**src/rtl/sym9_activity_monitor.sv**
```systemverilog
// Switching-activity and correctness monitor for the 9-input symmetric block.
// Accumulates per-window statistics on accepted samples and emits one report
// record per window over a valid/ready output.
module sym9_activity_monitor #(
  parameter int unsigned WINDOW = 256,
  parameter int unsigned CNT_W  = 16
) (
  input  logic             clk,
  input  logic             rst,
  input  logic             in_valid,
  output logic             in_ready,
  input  logic [8:0]       in_vec,
  input  logic             in_result,
  input  logic             flush,
  output logic             out_valid,
  input  logic             out_ready,
  output logic [CNT_W-1:0] out_samples,
  output logic [CNT_W-1:0] out_in_toggles,
  output logic [CNT_W-1:0] out_res_toggles,
  output logic [CNT_W-1:0] out_res_ones,
  output logic [CNT_W-1:0] out_mismatch,
  output logic             out_sat
);

  localparam logic [CNT_W-1:0] CntMax = '1;
  localparam int unsigned      SumW   = CNT_W + 4;

  typedef enum logic [0:0] {StAccum, StReport} state_e;

  state_e           state_q;
  logic [CNT_W-1:0] samples_q, in_tog_q, res_tog_q, res_ones_q, mismatch_q;
  logic             sat_q;
  logic [8:0]       prev_vec_q;
  logic             prev_res_q, prev_ok_q;

  logic             accept, golden, go_report;
  logic [3:0]       vec_pop, tog_pop, tog_inc;
  logic             res_tog_inc, ones_inc, mm_inc;
  logic [CNT_W-1:0] samples_d, in_tog_d, res_tog_d, res_ones_d, mismatch_d;
  logic             samples_ov, in_tog_ov, res_tog_ov, res_ones_ov, mismatch_ov;
  logic             sat_d;

  function automatic logic [3:0] popcount9(logic [8:0] v);
    logic [3:0] c;
    c = '0;
    for (int i = 0; i < 9; i++) begin
      c = c + {3'b000, v[i]};
    end
    return c;
  endfunction

  // Saturating add; MSB of the result flags that the true sum was clipped.
  function automatic logic [CNT_W:0] sat_add(logic [CNT_W-1:0] a, logic [3:0] inc);
    logic [SumW-1:0] sum;
    sum = SumW'(a) + SumW'(inc);
    if (sum > SumW'(CntMax)) begin
      return {1'b1, CntMax};
    end
    return {1'b0, sum[CNT_W-1:0]};
  endfunction

  assign in_ready  = (state_q == StAccum);
  assign out_valid = (state_q == StReport);
  assign accept    = in_valid && in_ready;

  assign vec_pop = popcount9(in_vec);
  assign tog_pop = popcount9(in_vec ^ prev_vec_q);
  assign golden  = (vec_pop >= 4'd3) && (vec_pop <= 4'd6);

  // Post-update counter values for the current cycle and the window-close decision.
  always_comb begin
    tog_inc     = (accept && prev_ok_q) ? tog_pop : 4'd0;
    res_tog_inc = accept && prev_ok_q && (in_result ^ prev_res_q);
    ones_inc    = accept && in_result;
    mm_inc      = accept && (in_result != golden);

    {samples_ov, samples_d}   = sat_add(samples_q, {3'b000, accept});
    {in_tog_ov, in_tog_d}     = sat_add(in_tog_q, tog_inc);
    {res_tog_ov, res_tog_d}   = sat_add(res_tog_q, {3'b000, res_tog_inc});
    {res_ones_ov, res_ones_d} = sat_add(res_ones_q, {3'b000, ones_inc});
    {mismatch_ov, mismatch_d} = sat_add(mismatch_q, {3'b000, mm_inc});

    sat_d = sat_q | samples_ov | in_tog_ov | res_tog_ov | res_ones_ov | mismatch_ov;

    // An empty-window flush is dropped; flush in REPORT never gets here.
    go_report = in_ready &&
                ((accept && (samples_d == CNT_W'(WINDOW))) || (flush && (samples_d != '0)));
  end

  // State, counters, toggle history and report snapshot.
  always_ff @(posedge clk) begin
    if (rst) begin
      state_q         <= StAccum;
      samples_q       <= '0;
      in_tog_q        <= '0;
      res_tog_q       <= '0;
      res_ones_q      <= '0;
      mismatch_q      <= '0;
      sat_q           <= 1'b0;
      prev_vec_q      <= '0;
      prev_res_q      <= 1'b0;
      prev_ok_q       <= 1'b0;
      out_samples     <= '0;
      out_in_toggles  <= '0;
      out_res_toggles <= '0;
      out_res_ones    <= '0;
      out_mismatch    <= '0;
      out_sat         <= 1'b0;
    end else begin
      // History spans windows so activity is measured continuously.
      if (accept) begin
        prev_vec_q <= in_vec;
        prev_res_q <= in_result;
        prev_ok_q  <= 1'b1;
      end
      unique case (state_q)
        StAccum: begin
          if (go_report) begin
            state_q         <= StReport;
            out_samples     <= samples_d;
            out_in_toggles  <= in_tog_d;
            out_res_toggles <= res_tog_d;
            out_res_ones    <= res_ones_d;
            out_mismatch    <= mismatch_d;
            out_sat         <= sat_d;
            samples_q       <= '0;
            in_tog_q        <= '0;
            res_tog_q       <= '0;
            res_ones_q      <= '0;
            mismatch_q      <= '0;
            sat_q           <= 1'b0;
          end else begin
            samples_q  <= samples_d;
            in_tog_q   <= in_tog_d;
            res_tog_q  <= res_tog_d;
            res_ones_q <= res_ones_d;
            mismatch_q <= mismatch_d;
            sat_q      <= sat_d;
          end
        end
        StReport: begin
          if (out_ready) begin
            state_q <= StAccum;
          end
        end
        default: state_q <= StAccum;
      endcase
    end
  end

endmodule

```
**config.mk**
```make
export PLATFORM = sky130hd
export DESIGN_NAME = sym9_activity_monitor
export DESIGN_NICKNAME = d
export VERILOG_FILES = /design/src/rtl/sym9_activity_monitor.sv
export SDC_FILE = /design/constraint.sdc
export NUM_CORES = 1
export LEC_CHECK = 0
export CORE_MARGIN = 1.5
export CORE_UTILIZATION = 59
export DETAILED_ROUTE_END_ITERATION = 7
export PLACE_DENSITY = 0.93
export RECOVER_POWER = 100
export SLEW_MARGIN = 25
export SYNTH_ARGS = -nofsm -noshare
export SYNTH_HDL_FRONTEND = slang
export SYNTH_SLANG_ARGS = --single-unit
```
**constraint.sdc**
```tcl
create_clock -name clk -period 15.21 [get_ports clk]
set_input_delay 3.042 -clock clk [delete_from_list [all_inputs] [get_ports clk]]
set_output_delay 3.042 -clock clk [all_outputs]
set_load 0.05 [all_outputs]
```
==> Word level (Yosys, flattened, before mapping) <==
Cells that the tools add are included.
W data, S select, Z words.
{ "totals": {"ff_bits": 174, "input_bits": 15, "out_inout_bits": 83, "wordCells": 91} }
{ "classes": {"add_sub_neg": 21, "magnitude_cmp": 7, "n_eq_ne": 2, "n_mux": 25, "bitwise_logic": 8, "reduce_logical": 12} }
{ "ops": {"columns": ["cell", "n"], "rows": [
  ["$mux W17", 10],
  ["$gt A17 B16 Y1 const B", 5],
  ["$mux W16", 5],
  ["$add A16 B1 Y17", 4],
  ["$add A4 B1 Y4", 10],
  ["$add A16 B4 Y17", 1],
  ["$eq A16 B9 Y1 const B", 1],
  ["$reduce_bool A16 Y1", 1],
  ["$logic_and A1 B1 Y1", 9],
  ["$xor A9 B9 Y9", 1],
  ["$add A3 B1 Y4", 2],
  ["$mux W1", 8],
  ["$add A2 B1 Y3", 2],
  ["$or A1 B1 Y1", 5],
  ["$add A1 B1 Y2", 2],
  ["$ge A4 B2 Y1 const B", 1],
  ["$le A4 B3 Y1 const B", 1],
  ["$mux W4", 1],
  ["$pmux W1 S2", 1],
  ["$reduce_and A2 Y1", 1],
  ["$logic_or A1 B1 Y1", 1],
  ["$ne A1 B1 Y1", 1],
  ["$not A1 Y1", 1],
  ["$xor A1 B1 Y1", 1]
]} }

==> Depth between registers and ports, before layout <==
{ "logic_depth": {"depth_word": 19, "mapped_depth": 24, "mapped_depth_nobuf": 22} }

==> Worst setup path after synthesis <==
No wires, ideal clock.
{ "synth_path": {"path_type": "input port to flip-flop", "from": "in in_vec[0]", "to": "reg out_sat", "setup_time_ps": 58, "arrival_time_ps": 7913, "required_time_ps": 15152, "slack_ps": 7239, "path_stages": 23, "n_path_buf": 2, "path_cell_list": "fa_1 -> inv_1 -> fa_1 -> fa_1 -> fa_1 -> fa_1 -> nor2_1 -> xor2_1 -> nand3_1 -> o21ai_0 -> xnor2_1 -> nor2_1 -> ha_1 -> ha_1 -> nand3_1 -> nor3_1 -> and3_1 -> clkbuf_1 -> and4_1 -> clkbuf_1 -> nor3_1 -> a41oi_1 -> mux2_2"} }
{ "synth_via": {"elab_chain_len": 18, "word_cells_on_any_way": 35, "cone_classes": "18 x add/sub; 4 x order compare; 1 x eq/ne; 5 x mux; 5 x bitwise; 2 x reduce/logical"} }
{ "synth_rtl": {"columns": ["item", "line_no", "source"], "rows": [
  ["start, declared", "12", "input logic [8:0] in_vec,"],
  ["parallel branches: the longest is 17 deep, another holds $add A3 B1 Y4", null, null],
  ["$or A1 B1 Y1 *", "83", "sat_d = sat_q | samples_ov | in_tog_ov | res_tog_ov | res_ones_ov | mismatch_ov;"],
  ["end signal, assigned", "125", "out_sat <= sat_d;"],
  ["end, declared", "22", "output logic out_sat"]
]} }
Every way passes the cells marked *.
A chain may end at the register's enable or synchronous reset.

==> Final worst setup path <==
{ "layout_path": {"from": "in in_valid", "to": "reg samples_q[8]"} }
{ "layout_via": {"elab_chain_len": 10, "word_cells_on_any_way": 12, "cone_classes": "1 x add/sub; 1 x order compare; 1 x eq/ne; 3 x mux; 6 x reduce/logical"} }
{ "layout_rtl": {"columns": ["item", "line_no", "source"], "rows": [
  ["start, declared", "10", "input logic in_valid,"],
  ["$logic_and A1 B1 Y1 *", "64", "assign accept = in_valid && in_ready;"],
  ["$add A16 B1 Y17", "55", "sum = SumW'(a) + SumW'(inc);"],
  ["$gt A17 B16 Y1", "56", "if (sum > SumW'(CntMax)) begin"],
  ["$mux W1", "56", null],
  ["$mux W17", "59", "return {1'b0, sum[CNT_W-1:0]};"],
  ["$eq A16 B9 Y1 or $reduce_bool A16 Y1 (tied branches)", "87", "((accept && (samples_d == CNT_W'(WINDOW))) || (flush && (samples_d != '0)));"],
  ["$logic_and A1 B1 Y1", "87", null],
  ["$logic_or A1 B1 Y1", "87", null],
  ["$logic_and A1 B1 Y1", "86", "go_report = in_ready &&"],
  ["$mux W16 *", "118", "if (go_report) begin"],
  ["end signal, assigned", "133", "samples_q <= samples_d;"],
  ["end, declared", "31", "logic [CNT_W-1:0] samples_q, in_tog_q, res_tog_q, res_ones_q, mismatch_q;"]
]} }
Mark *: on every way between the ends. The rest lies on a longest branch, timed or not.

==> impl_metrics.json <==
{
  "slowest_stage": "clkbuf_1",
  "synthFlopType": "dfxtp_1",
  "synth.area.top_cells": "dfxtp_1 (39%), a21oi_1 (5.1%), xnor2_1 (4.5%)",
  "nets": 1145,
  "synthXorXnorAreaFrac_pct": 6.75,
  "routedWlPerCell_um": 18.6,
  "cts_tree": "built",
  "syn-instance-count": 1051,
  "synth_compound_area_share_pct": 19.3,
  "synth_area_leader_cell": "dfxtp_1",
  "slowest_delay_ps": 1770,
  "r2r_slack_ps": 7630,
  "slew_headroom_pct": -65.8,
  "dpl_cell_area_um2": 9930,
  "drv_slew": 171,
  "skew_ps": 7.35,
  "worstHoldStart": "res_ones_q[0]$_SDFFE_PP0N_",
  "core_um2": 14600,
  "numClockSinks": 174,
  "area_growth_pct": 17.0,
  "cts_setup_buffers": 0,
  "syn_avg_cell_area_um2": 8.51,
  "cap_viol_max_count": 5,
  "critical_path_class": "in -> reg",
  "htreeDepth": 4,
  "violations": "design-rule violations, max-capacitance violations, max-slew violations",
  "drive_above_1_share_pct": 6.27,
  "r2r-start": "out_valid$_SDFF_PP0_",
  "routed-via-count": 8242,
  "grt_pass1_wl_um": 39400,
  "async_flop_share_pct": 0,
  "cp.required_ps": 15540,
  "setup_viol": 0,
  "layout_common_cells": "dfxtp_1 (174), nor2_1 (105), a21oi_1 (92), dlygate4sd3_1 (85), nand2_1 (83)",
  "start_util_pct": 61.1,
  "grt_setup_unrepaired": "false",
  "worst_setup_path_start_kind": "input pin",
  "synth-simple-area-share_pct": 21.5,
  "tns_ps": 0,
  "dieArea_um2": 15900,
  "numCtsBuffers": 17,
  "grt_usage_pct": 30.8,
  "yosysTopAreaCellShare_pct": 38.9,
  "routabilityCongestion": 0.919,
  "worst-path-buf-inv": 4,
  "synth-edff-count": 0,
  "hp-class": "reg -> reg",
  "ant_nets": 0,
  "antenna_found_initial": 0,
  "die_width_um": 126,
  "period_share_pct": 68.6,
  "ys_ff_latch": 174,
  "port_buffers": 97,
  "cp_cell_sequence": "dlygate4sd3_1 > nand2_1 > inv_1 > ha_1 > ha_1 > nand3_1 > nor2_1 > a31oi_1 > nor4b_1 > a31o_2 > clkbuf_1 > a21oi_1 > clkbuf_1 > a32o_1",
  "ctsHoldBuffers": 0,
  "crit_fanout": 54,
  "worst_pin_slew_ps": 2490,
  "syn-cell-area_um2": 8950,
  "holdPathStages": 2,
  "yosysWarnings": 0,
  "rows": 44,
  "drt_iter0_drc": 897,
  "vias_per_cell": 6.34,
  "antenna_cells": 0,
  "drt-pass1-iter-count": 8,
  "ys_types": 62,
  "status": "complete, but fails checks",
  "arrival_ps": 10760,
  "power_density_nw_per_um2": 181,
  "grt_pass1_vias": 7898,
  "cts_resized": 0,
  "clk_latency_ps": 440,
  "worstSetupEndpointType": "flop",
  "rr_worst_depth": 14,
  "clock.fmax_mhz": 95.9,
  "worst_hold_path.endpoint": "res_ones_q[0]$_SDFFE_PP0N_",
  "cts_buffer_depth": 2,
  "power_leakage_nw": 3.98,
  "ir_drop_mv": 0.116,
  "timing_hold_violations_final": 0,
  "min_period_ps": 10430,
  "synth_top_family_by_area": "simple AND/OR/NAND/NOR gates",
  "synth_fa_ha_area_share_pct": 4.70,
  "clockRootBuffer": "clkbuf_16",
  "globalRouteOverflowTotal": 0,
  "clkSlewWorstSetupHoldPaths_ps": 70,
  "synth_fp_nets": 1093,
  "totalWireLength_um": 24200,
  "fin_area_um2": 10500,
  "r2r_end": "samples_q[8]$_SDFFE_PP0N_",
  "synth_mux_area_share_pct": 4.38,
  "io_pins": 98,
  "seq_area_frac_synth_pct": 38.9,
  "dieHeight_um": 126,
  "grt_max_degree": 96,
  "mostFrequentLayoutCell": "dfxtp_1",
  "drc": 10,
  "dp_hpwl_um": 16000,
  "critical-path-top-delay-family": "buffers and inverters"
}
[state kept, by name, indices dropped and copies added, names as in the netlist]
name	count
out_res_ones	16
res_ones_q	16
out_valid	1
prev_res_q	1
res_tog_q	16
mismatch_q	16
out_mismatch	16
samples_q	16
out_samples	16
out_in_toggles	16
sat_q	1
prev_ok_q	1
in_tog_q	16
prev_vec_q	9
out_sat	1
out_res_toggles	16
[metrics by stage]
stage	cells	utilization, %	hold slack (ps)	power [mW]	setup WS (ps)
after CTS	1299	72.0	464	1.92	6580
after global placement	1267	67.8	441	1.45	6310
after global routing	1300	71.5	491	1.97	4460
after detailed placement	1267	67.8	448	1.48	6150
final	1300	71.5	462	1.89	4780
after floorplan	1051	-	432	1.20	7240
[worst max-delay path by stage]
stage | depth (start not counted) | end | slack [ps] | from
after CTS | 22 | mismatch_q[3]$_SDFFE_PP0N_ | 6580 | in_vec[0]
after detailed placement | 22 | mismatch_q[3]$_SDFFE_PP0N_ | 6150 | in_vec[0]
after floorplan | 23 | out_sat$_SDFFE_PP0P_ | 7240 | in_vec[0]
final | 14 | samples_q[8]$_SDFFE_PP0N_ | 4780 | in_valid
after global routing | 14 | samples_q[8]$_SDFFE_PP0N_ | 4460 | in_valid
after global placement | 22 | mismatch_q[3]$_SDFFE_PP0N_ | 6310 | in_vec[0]
[report_power, final]
part           internal (mW)  total, mW  switching, mW
Clock                  0.263      0.451          0.187
Sequential             0.530      0.575         0.0443
Combinational          0.249      0.867          0.618
Total                   1.04       1.89          0.850
[worst reg2reg max path: stages, from the launching register on]
cell	delay [ps]
dfxtp_1	360
clkinv_1	120
nand2_1	420
inv_1	370
ha_1	360
ha_1	290
nand3_1	260
nor4_1	220
a211oi_1	310
nor4b_1	820
a31o_2	280
clkbuf_1	1770
a21oi_1	860
clkbuf_1	610
a32o_1	410
[kinds of logic after synthesis]
logic type	after synthesis
muxes	36
xor gates and xnor gates	69
AOI/OAI and AO/OA	256
adders and majority gates	27
buffers and inverters	99
DFF	174
and+or+nand+nor	390
[cell type report]
type	count	area [um2]
well taps	184	230
fillers	1109	4180
flip-flops and latches	174	3480
multi-input cells	778	5030
clock buffers	19	443
inverters	24	90.1
repair buffers	108	1030
clock inverters	13	163
[per-layer routing]
layer  vias to the layer above  wire [um]  GRT usage [%]  share of wire (%)
met5                         -          0              0                  0
met4                         0        775           14.3                3.2
met3                        76       2120           5.90                8.8
met2                       426      10800           48.0                 45
met1                      3866      10500           41.4                 43
li1                       3874          -              -                  -
[synth_stat cells, drive strengths merged, types with 3 or more instances]
cell and count:
o31ai 15, xnor2 46, or2 4, o2111a 3, dfxtp 174, a311oi 16
clkbuf 45, buf 30, nor3b 3, and4 7, nand4 16, a22o 24
ha 16, nand2 83, a211oi 47, and3 16, or3 6, inv 23
xor2 23, a31oi 8, fa 11, nor2 106, o21ai 27, mux2i 11
nor2b 33, nand3 50, nor3 43, nand2b 6, nor4 9, mux2 25
a21o 4, o211ai 3, a21oi 92
(Power assumes the default switching activity.)
